$ cat src/rtl/fifo_wr_arbiter_if.sv
// rtl/fifo_wr_arbiter_if.sv - requester/FIFO-write signal bundle for fifo_wr_arbiter
interface fifo_wr_arbiter_if #(
    parameter int DATA_WIDTH = 8,
    parameter int NUM_REQ    = 4
);
    logic [NUM_REQ-1:0]            req_valid;
    logic [NUM_REQ*DATA_WIDTH-1:0] req_data;
    logic [NUM_REQ-1:0]            req_ready;
    logic                          fifo_rd_fire;
    logic                          wr_ready;
    logic                          wr_en;
    logic [DATA_WIDTH-1:0]         wr_data;
    logic [NUM_REQ-1:0]            grant;
    logic                          busy;

    // Arbiter side
    modport master (
        input  req_valid, req_data, fifo_rd_fire, wr_ready,
        output req_ready, wr_en, wr_data, grant, busy
    );

    // Requesters and FIFO side
    modport slave (
        output req_valid, req_data, fifo_rd_fire, wr_ready,
        input  req_ready, wr_en, wr_data, grant, busy
    );
endinterface

$ cat src/rtl/fifo_wr_arbiter.sv
// rtl/fifo_wr_arbiter.sv - round-robin burst arbiter for the FIFO write port (option macro: FIFO_WR_ARB_PRIO0_EN)
module fifo_wr_arbiter #(
    parameter int DATA_WIDTH = 8,
    parameter int NUM_REQ    = 4,
    parameter int BURST_LEN  = 4,
    parameter int ID_W       = $clog2(NUM_REQ),
    parameter int BEAT_W     = $clog2(BURST_LEN) + 1
) (
    input  logic                clk,
    input  logic                reset,
    fifo_wr_arbiter_if.master   bus
);
    localparam logic [0:0]        S_IDLE    = 1'b0;
    localparam logic [0:0]        S_GRANT   = 1'b1;
    localparam logic [ID_W-1:0]   LAST_ID   = ID_W'(NUM_REQ - 1);
    localparam logic [BEAT_W-1:0] LAST_BEAT = BEAT_W'(BURST_LEN - 1);

    logic [0:0]           r_state;
    logic [ID_W-1:0]      r_rr_ptr;
    logic [ID_W-1:0]      r_gnt_id;
    logic [BEAT_W-1:0]    r_beats;
    logic [NUM_REQ-1:0]   r_grant;

    logic                 w_found;
    logic [ID_W-1:0]      w_winner;
    logic                 w_in_grant;
    logic                 w_gnt_valid;
    logic                 w_slot_open;
    logic                 w_accept;
    logic [ID_W-1:0]      w_next_ptr;
    logic                 w_ptr_upd;
    logic [DATA_WIDTH-1:0] w_wr_data;

    // Requester index base+offs, wrapped into 0..NUM_REQ-1
    function automatic logic [ID_W-1:0] rr_index(input logic [ID_W-1:0] base, input int offs);
        int sum;
        sum = int'(base) + offs;
        if (sum >= NUM_REQ) sum = sum - NUM_REQ;
        return ID_W'(sum);
    endfunction

    function automatic logic [NUM_REQ-1:0] onehot(input logic [ID_W-1:0] id);
        logic [NUM_REQ-1:0] v;
        v     = '0;
        v[id] = 1'b1;
        return v;
    endfunction

    assign w_in_grant  = (r_state == S_GRANT);
    assign w_gnt_valid = bus.req_valid[r_gnt_id];
    // A read in the same cycle takes the FIFO, so the write slot is closed
    assign w_slot_open = w_in_grant & bus.wr_ready & ~bus.fifo_rd_fire;
    assign w_accept    = w_slot_open & w_gnt_valid;
    assign w_next_ptr  = (r_gnt_id == LAST_ID) ? '0 : r_gnt_id + 1'b1;

`ifdef FIFO_WR_ARB_PRIO0_EN
    // Requester 0 wins outside the rotation, so its releases leave the pointer alone
    assign w_ptr_upd = (r_gnt_id != '0);
`else
    assign w_ptr_upd = 1'b1;
`endif

    // Pick the first valid requester at or after the round-robin pointer
    always_comb begin
        w_found  = 1'b0;
        w_winner = '0;
        for (int k = NUM_REQ - 1; k >= 0; k--) begin
            if (bus.req_valid[rr_index(r_rr_ptr, k)]) begin
                w_found  = 1'b1;
                w_winner = rr_index(r_rr_ptr, k);
            end
        end
`ifdef FIFO_WR_ARB_PRIO0_EN
        if (bus.req_valid[0]) begin
            w_found  = 1'b1;
            w_winner = '0;
        end
`endif
    end

    // Route the owner's data slice to the FIFO write port
    always_comb begin
        w_wr_data = bus.req_data[DATA_WIDTH-1:0];
        for (int i = 0; i < NUM_REQ; i++) begin
            if (r_gnt_id == ID_W'(i)) w_wr_data = bus.req_data[i*DATA_WIDTH +: DATA_WIDTH];
        end
    end

    // Grant/burst state machine; a beat counts only when the write lands
    always_ff @(posedge clk or negedge reset) begin
        if (!reset) begin
            r_state  <= S_IDLE;
            r_rr_ptr <= '0;
            r_gnt_id <= '0;
            r_beats  <= '0;
            r_grant  <= '0;
        end else if (r_state == S_IDLE) begin
            if (w_found) begin
                r_state  <= S_GRANT;
                r_gnt_id <= w_winner;
                r_grant  <= onehot(w_winner);
                r_beats  <= '0;
            end
        end else begin
            if (!w_gnt_valid || (w_accept && r_beats == LAST_BEAT)) begin
                r_state <= S_IDLE;
                r_grant <= '0;
                if (w_ptr_upd) r_rr_ptr <= w_next_ptr;
            end else if (w_accept) begin
                r_beats <= r_beats + 1'b1;
            end
        end
    end

    assign bus.wr_en     = w_accept;
    assign bus.wr_data   = w_wr_data;
    assign bus.req_ready = r_grant & {NUM_REQ{w_slot_open}};
    assign bus.grant     = r_grant;
    assign bus.busy      = w_in_grant;
endmodule

$ cat src/flat_wrapper.sv
// flat-port wrapper written by rule: the top's interface ports become plain ports
module fifo_wr_arbiter_flat 
#(
    parameter int DATA_WIDTH = 8,
    parameter int NUM_REQ    = 4,
    parameter int BURST_LEN  = 4,
    parameter int ID_W       = $clog2(NUM_REQ),
    parameter int BEAT_W     = $clog2(BURST_LEN) + 1
)
  (clk, reset, bus_req_valid, bus_req_data, bus_fifo_rd_fire, bus_wr_ready, bus_req_ready, bus_wr_en, bus_wr_data, bus_grant, bus_busy);
  fifo_wr_arbiter_if #(.DATA_WIDTH(DATA_WIDTH), .NUM_REQ(NUM_REQ)) bus_i ();
  input  logic clk;
  input  logic reset;
  input wire logic [$bits(bus_i.req_valid)-1:0] bus_req_valid;
  input wire logic [$bits(bus_i.req_data)-1:0] bus_req_data;
  input wire logic [$bits(bus_i.fifo_rd_fire)-1:0] bus_fifo_rd_fire;
  input wire logic [$bits(bus_i.wr_ready)-1:0] bus_wr_ready;
  output wire logic [$bits(bus_i.req_ready)-1:0] bus_req_ready;
  output wire logic [$bits(bus_i.wr_en)-1:0] bus_wr_en;
  output wire logic [$bits(bus_i.wr_data)-1:0] bus_wr_data;
  output wire logic [$bits(bus_i.grant)-1:0] bus_grant;
  output wire logic [$bits(bus_i.busy)-1:0] bus_busy;
  assign bus_i.req_valid = bus_req_valid;
  assign bus_i.req_data = bus_req_data;
  assign bus_i.fifo_rd_fire = bus_fifo_rd_fire;
  assign bus_i.wr_ready = bus_wr_ready;
  assign bus_req_ready = bus_i.req_ready;
  assign bus_wr_en = bus_i.wr_en;
  assign bus_wr_data = bus_i.wr_data;
  assign bus_grant = bus_i.grant;
  assign bus_busy = bus_i.busy;
  fifo_wr_arbiter #(.DATA_WIDTH(DATA_WIDTH), .NUM_REQ(NUM_REQ), .BURST_LEN(BURST_LEN), .ID_W(ID_W), .BEAT_W(BEAT_W)) u_core (.clk(clk), .reset(reset), .bus(bus_i));
endmodule
$ cat config.mk
export PLATFORM = sky130hd
export DESIGN_NAME = fifo_wr_arbiter_flat
export DESIGN_NICKNAME = d
export VERILOG_FILES = /design/src/rtl/fifo_wr_arbiter_if.sv /design/src/rtl/fifo_wr_arbiter.sv /design/src/flat_wrapper.sv
export SDC_FILE = /design/constraint.sdc
export NUM_CORES = 1
export LEC_CHECK = 0
export CELL_PAD_IN_SITES_DETAIL_PLACEMENT = 2
export CELL_PAD_IN_SITES_GLOBAL_PLACEMENT = 2
export CORE_AREA = 2 2 56 97
export CTS_CLUSTER_DIAMETER = 60
export DETAILED_ROUTE_END_ITERATION = 8
export DIE_AREA = 0 0 58 99
export HOLD_SLACK_MARGIN = 0.1
export PLACE_DENSITY_LB_ADDON = 0.1
export SLEW_MARGIN = 20
export SYNTH_ARGS = -nofsm -noshare
export SYNTH_HDL_FRONTEND = slang
export SYNTH_SLANG_ARGS = --single-unit
$ cat constraint.sdc
create_clock -name clk -period 5.47 [get_ports clk]
set_clock_uncertainty 0.1 [all_clocks]
set_input_delay 0.547 -clock clk [delete_from_list [all_inputs] [get_ports clk]]
set_output_delay 0.547 -clock clk [all_outputs]
set_load 0.03 [all_outputs]
==> impl_metrics.env, run 1 <==
export IMPL_io_pins=58
export IMPL_wire_per_inst_um=17.0
export IMPL_core_um2=4930
export IMPL_wl_mm=3.84
export IMPL_clock_sinks=12
export IMPL_ir_worst_vdd_v=0.000240
export IMPL_synth_top_family_by_area="compound AO/OA/AOI/OAI gates"
export IMPL_ys_ff_latch=12
export IMPL_hold_class="reg2reg"
export IMPL_grt_pass1_wl_mm=6.00
export IMPL_fin_setup_tns_ns=0
export IMPL_layout_common_cells="57 x clkdlybuf4s50_1, 16 x nand2_1, 13 x nor2_1"
export IMPL_die_y_um=99
export IMPL_drv_cap=0
export IMPL_yosys_warnings=0
export IMPL_vias=1093
export IMPL_ctsResizeCount=0
export IMPL_intPower_uw=421
export IMPL_finalWeightedCongestion=0.726
export IMPL_dpl_hpwl_mm=3.19
export IMPL_critical_path_required_ns=4.82
export IMPL_setup_worst_path_class="reg2out"
export IMPL_worst_pin_slew_ns=0.653
export IMPL_synth_edf_count=0
export IMPL_die_area_um2=5740
export IMPL_final_util_pct=32.8
export IMPL_cts_hold_buf=0
export IMPL_antenna_found_initial=0
export IMPL_grt_total_usage_pct=13.6
export IMPL_rr_worst_depth=3
export IMPL_synth_fp_nets=162
export IMPL_slew_headroom_pct=56.3
export IMPL_pwr_density_cell_nw_per_um2=504
export IMPL_grt_pass1_vias=1215
export IMPL_fin_nets=218
export IMPL_cts_buffers=3
export IMPL_synth_compound_area_share_pct=22.2
export IMPL_hp_start="u_core.r_beats[0]$_DFFE_PN0P_"
export IMPL_swShare_pct=48.5
export IMPL_setup_viol=0
export IMPL_drv_slew=0
export IMPL_power_switching_uw=396
export IMPL_ys_seq_area_share_pct=31.5
export IMPL_drtAntennaViolNets=0
export IMPL_fillers=570
export IMPL_drt_first_pass_iters=2
export IMPL_port_buffers=57
export IMPL_drc=0
export IMPL_overflow=0
export IMPL_ctsLongestPathBuffers=2
export IMPL_rr_startpoint="u_core.r_gnt_id[0]$_DFFE_PN0P_"
export IMPL_die_w_um=58
export IMPL_status="complete, no violations"
export IMPL_clkTransAtPathRegs_ns=0.05
export IMPL_initial_core_util_pct=19.3
export IMPL_synth_adder_area_share_pct=6.57
export IMPL_post_cts_buffers=0
export IMPL_clkPwrFrac_pct=11.8
export IMPL_hold_depth=1
export IMPL_synthesis_area_um2=952
export IMPL_synthArstFlopShare_pct=100
export IMPL_rows=34
export IMPL_seqPwrFrac_pct=20.7
export IMPL_cts_tree="done"
export IMPL_cp_arrival_ns=2.49
export IMPL_final_min_clock_period_ns=3.13
export IMPL_synth_cells=117
export IMPL_leakagePower_nw=0.650
export IMPL_clock_fmax_ghz=0.319
export IMPL_pwr_share_comb_pct=67.5
export IMPL_holdPathEnd="u_core.r_beats[0]$_DFFE_PN0P_"
export IMPL_root_buffer="clkbuf_8"
export IMPL_muxShareOfSynthArea_pct=12.9
export IMPL_synth_ff_type="dfrtp_1"
export IMPL_drive_gt1_share_pct=4.65
export IMPL_area_growth_pct=70.2
export IMPL_crit_fanout=8
export IMPL_ctsHtreeMaxLevel=1
export IMPL_start_kind="flip-flop"
export IMPL_reg2reg_to="u_core.bus.grant[1]$_DFFE_PN0P_"
export IMPL_vias_per_cell=4.84
export IMPL_synth_cell_type_count=27
export IMPL_min_period_over_period_pct=57.3
export IMPL_yosys_area_share_simple_pct=22.2
export IMPL_r2r_slack_ns=3.54
export IMPL_drt_initial_drc_count=13
export IMPL_synth_xor_area_share_pct=0
export IMPL_crit_path_end_kind="output port"
export IMPL_rsz0062_at_grt="false"
export IMPL_insertion_delay_ns=0.24
export IMPL_layout_commonest_cell="clkdlybuf4s50_1"
export IMPL_diodes=0
export IMPL_avgSynthCellArea_um2=8.14
export IMPL_grt_max_degree=18
export IMPL_hold_violations=0
-- registers in the layout, summed over array words and instances, names as in the netlist --
signal,flops
u_core.bus.grant,4
u_core.r_beats,3
u_core.bus.busy,1
u_core.r_gnt_id,2
u_core.r_rr_ptr,2
-- power by group through the flow --
| stage | clock [mW] | combinational [mW] | sequential (mW) |
|---|---|---|---|
| 5_1_grt | 0.103 | 0.602 | 0.176 |
| 4_1_cts | 0.100 | 0.563 | 0.171 |
| 6_report | 0.0963 | 0.552 | 0.169 |
| 3_5_place_dp | 0 | 0.560 | 0.172 |
| 3_3_place_gp | 0 | 0.549 | 0.169 |
| 2_1_floorplan | 0 | 0.309 | 0.189 |
-- metal layers --
metal  vias up  share of wire, %  GRT usage, %
li1        522                 -             -
met1       528                34          12.5
met2        39                59          28.6
met3         4               5.9          1.71
met4         0              0.99          4.29
met5         -                 0             0
-- synth_stat cells (all sizes together), types with 2 or more instances --
library cell  instances  area share (%)
nand2                16             6.3
clkbuf                4             1.6
and3b                 2             1.8
dfrtp                12              32
inv                   5             2.0
nor2                 13             5.1
o21ai                13             6.8
a32o                  2             2.1
o32ai                 3             2.8
a21oi                11             5.8
nor2b                 2             1.3
or2                   2             1.3
ha                    5             6.6
mux2i                10              11
and2                  6             4.1
buf                   2             1.1
-- layout make-up --
class | instances | area, um2 | area share (%)
clock buffers | 4 | 55.1 | 3.40
inverters | 5 | 18.8 | 1.16
multi-input cells | 94 | 608 | 37.5
flip-flops and latches | 12 | 300 | 18.5
well taps | 54 | 67.6 | 4.17
repair buffers | 57 | 571 | 35.2
-- worst max path at each step --
stage | endpoint | start
floorplan | bus_wr_data[1] | u_core.r_gnt_id[1]$_DFFE_PN0P_
detailed placement | bus_wr_en | bus_req_valid[3]
global route | bus_wr_data[7] | u_core.r_gnt_id[0]$_DFFE_PN0P_
finish | bus_wr_data[5] | u_core.r_gnt_id[1]$_DFFE_PN0P_
CTS | bus_wr_data[1] | u_core.r_gnt_id[0]$_DFFE_PN0P_
global placement | bus_wr_en | bus_req_valid[3]
-- metrics by stage --
stage / power [mW] / instances / hold WS (ns) / setup slack (ns) / area, um2
6_report: 0.817 / 226 / 0.387 / 2.34 / 1620
5_1_grt: 0.881 / 226 / 0.426 / 2.10 / 1620
4_1_cts: 0.834 / 226 / 0.392 / 2.24 / 1620
3_5_place_dp: 0.732 / 222 / 0.384 / 2.42 / 1570
3_3_place_gp: 0.718 / 222 / 0.379 / 2.44 / 1570
2_1_floorplan: 0.498 / 117 / 0.151 / 2.92 / 952
-- critical path, cell delays in order, from the launching register on --
cell and delay (ns):
dfrtp_1 0.45, inv_1 0.08, ha_1 0.48, mux2i_1 0.15
nor2_1 0.13, a21oi_1 0.07, o21ai_0 0.18, clkdlybuf4s50_1 0.70
-- cell families (layout without fill, tap and decap cells) --
group | Yosys count | after routing
buffers and inverters | 11 | 66
flip-flops | 12 | 12
AO/OA/AOI/OAI | 34 | 34
AND/OR/NAND/NOR | 44 | 44
multiplexers | 11 | 11
adder cells (fa/ha/maj) | 5 | 5
No activity file was read; power rests on OpenSTA's default activity.
==> run 2, diff against run 1 <==
Settings changed: CORE_AREA 2 2 56 97 to 2 2 60 105, DIE_AREA 0 0 58 99 to 0 0 62 107.
Clock period 5.47 ns to 2.69 ns, I/O delays scaled along.
==> impl_metrics.env, run 2 (synthesis results as in run 1) <==
export IMPL_r2r_slack_ns=0.76
export IMPL_swShare_pct=48.8
export IMPL_fillers=674
export IMPL_critical_path_required_ns=2.32
export IMPL_cpMaxStageDelayCell="clkdlybuf4s50_1"
export IMPL_start_kind="input pin"
export IMPL_drt_first_pass_iters=4
export IMPL_root_buffer="clkbuf_8"
export IMPL_layout_commonest_cell="clkdlybuf4s50_1"
export IMPL_drtAntennaViolNets=0
export IMPL_intPower_uw=852
export IMPL_port_buffers=57
export IMPL_drive_gt1_share_pct=7.47
export IMPL_cts_tree="done"
export IMPL_rows=37
export IMPL_wire_per_inst_um=15.5
export IMPL_rr_startpoint="u_core.r_gnt_id[0]$_DFFE_PN0P_"
export IMPL_largest_reg_flops=4
export IMPL_rsz0062_at_grt="false"
export IMPL_setup_viol=0
export IMPL_regArea_um2=300
export IMPL_diodes=0
export IMPL_power_switching_uw=812
export IMPL_crit_path_frequent_cell="clkdlybuf4s50_1"
export IMPL_clock_fmax_ghz=0.395
export IMPL_reg2reg_to="u_core.r_beats[1]$_DFFE_PN0P_"
export IMPL_clock_sinks=12
export IMPL_fin_setup_tns_ns=0
export IMPL_crit_path_end_kind="output port"
export IMPL_drc=0
export IMPL_die_area_um2=6630
export IMPL_clkPwrFrac_pct=12.3
export IMPL_cp_arrival_ns=2.16
export IMPL_timing_critical_path_buf_inv=2
export IMPL_antenna_found_initial=0
export IMPL_hold_class="in2async"
export IMPL_cp_cell_sequence="clkdlybuf4s50_1 -> mux4_2 -> and2_2 -> clkdlybuf4s50_1"
export IMPL_vias_per_cell=4.42
export IMPL_drv_slew=0
export IMPL_worst_pin_slew_ns=0.596
export IMPL_setup_worst_path_class="in2out"
export IMPL_drv_cap=0
export IMPL_area_growth_pct=76.6
export IMPL_layout_common_cells="49 x clkdlybuf4s50_1, 16 x nand2_1, 13 x nor2_1"
export IMPL_grt_pass1_wl_mm=6.18
export IMPL_crit_path_max_incr_delay_ns=0.59
export IMPL_power_total_mw=1.66
export IMPL_path_delay_family="buffers and inverters"
export IMPL_rr_worst_depth=4
export IMPL_cts_buffers=3
export IMPL_cts_hold_buf=0
export IMPL_wl_mm=3.91
export IMPL_fin_nets=220
export IMPL_hold_violations=0
export IMPL_ctsLongestPathBuffers=2
export IMPL_dpl_hpwl_mm=3.22
export IMPL_post_cts_buffers=0
export IMPL_overflow=0
export IMPL_pwr_density_cell_nw_per_um2=990
export IMPL_ctsHtreeMaxLevel=1
export IMPL_finalWeightedCongestion=0.672
export IMPL_leakagePower_nw=0.712
export IMPL_min_period_over_period_pct=94.1
export IMPL_seqPwrFrac_pct=19.8
export IMPL_pwr_share_comb_pct=67.9
export IMPL_grt_total_usage_pct=12.3
export IMPL_insertion_delay_ns=0.25
export IMPL_ir_worst_vdd_v=0.000343
export IMPL_core_um2=5790
export IMPL_io_pins=58
export IMPL_drt_initial_drc_count=29
export IMPL_grt_pass1_vias=1290
export IMPL_crit_fanout=6
export IMPL_clkTransAtPathRegs_ns=0.06
export IMPL_final_min_clock_period_ns=2.53
export IMPL_grt_max_degree=18
export IMPL_slew_headroom_pct=60.1
export IMPL_status="complete, no violations"
export IMPL_die_w_um=62
export IMPL_die_y_um=107
export IMPL_initial_core_util_pct=16.5
export IMPL_vias=1115
export IMPL_multi_input_area_um2=616
-- run 2: changes by cell type in the layout (fill, tap and decap cells not counted) --
cell / before / now
ha_1: 5 / 2
ha_2: 0 / 3
dlymetal6s2s_1: 0 / 5
clkdlybuf4s50_1: 57 / 49
buf_4: 0 / 2
dlygate4sd2_1: 0 / 3
-- run 2: area by class of cell --
class | count | area share [%]
repair buffers | 59 | 35.3
multi-input cells | 94 | 36.6
clock buffers | 4 | 3.27
well taps | 78 | 5.80
inverters | 5 | 1.12
flip-flops and latches | 12 | 17.9
-- run 2: worst max-delay path by stage --
stage | start | end | cells after the start
2_1_floorplan | u_core.r_gnt_id[1]$_DFFE_PN0P_ | bus_wr_data[1] | 7
3_3_place_gp | u_core.r_gnt_id[1]$_DFFE_PN0P_ | bus_wr_data[6] | 7
3_5_place_dp | u_core.r_gnt_id[1]$_DFFE_PN0P_ | bus_wr_data[0] | 7
4_1_cts | u_core.r_gnt_id[0]$_DFFE_PN0P_ | bus_wr_data[4] | 5
5_1_grt | u_core.r_gnt_id[1]$_DFFE_PN0P_ | bus_wr_data[0] | 7
6_report | bus_req_valid[3] | bus_wr_en | 4
-- run 2: power groups by stage --
stage | Combinational (mW) | Sequential [mW] | Clock [mW]
3_3_place_gp | 1.16 | 0.329 | 0
5_1_grt | 1.25 | 0.350 | 0.219
4_1_cts | 1.17 | 0.333 | 0.210
6_report | 1.13 | 0.330 | 0.205
3_5_place_dp | 1.18 | 0.334 | 0
2_1_floorplan | 0.629 | 0.385 | 0
-- run 2: stage by stage --
| stage | setup slack, ns | instance area, um2 | utilization [%] | hold slack [ns] | cells |
|---|---|---|---|---|---|
| detailed placement | -0.000552 | 1610 | 27.8 | 0.383 | 248 |
| floorplan | 0.416 | 952 | - | -0.127 | 117 |
| global placement | 0.157 | 1610 | 27.8 | 0.369 | 248 |
| finish | 0.158 | 1680 | 29.1 | 0.299 | 252 |
| global route | 0.0737 | 1680 | 29.1 | 0.347 | 252 |
| CTS | 0.00382 | 1670 | 28.8 | 0.334 | 252 |
-- run 2: metal layers --
layer	global-route usage, %	wire length (um)
met1	11.7	1260
met2	24.7	2270
met4	3.19	39
met5	0	0
met3	2.05	334
-- run 2: what timing repair did --
item,CTS,global route
pin swaps,0,0
gates resized for setup,5,6
endpoints found under the setup margin,8,5
-- run 2: worst reg2reg max path, delay by kind of cell (launching register included) --
family | cells | cell delay, ns
AO/OA/AOI/OAI | 1 | 0.33
AND/OR/NAND/NOR | 1 | 0.28
multiplexers | 1 | 0.56
buffers and inverters | 1 | 0.16
flip-flops | 1 | 0.38
==> run 3, diff against run 2 <==
Settings changed: CTS_CLUSTER_DIAMETER 60 to 40.
==> results of run 3 <==
No change in the layout: final DEF, timing and power equal those of run 2.
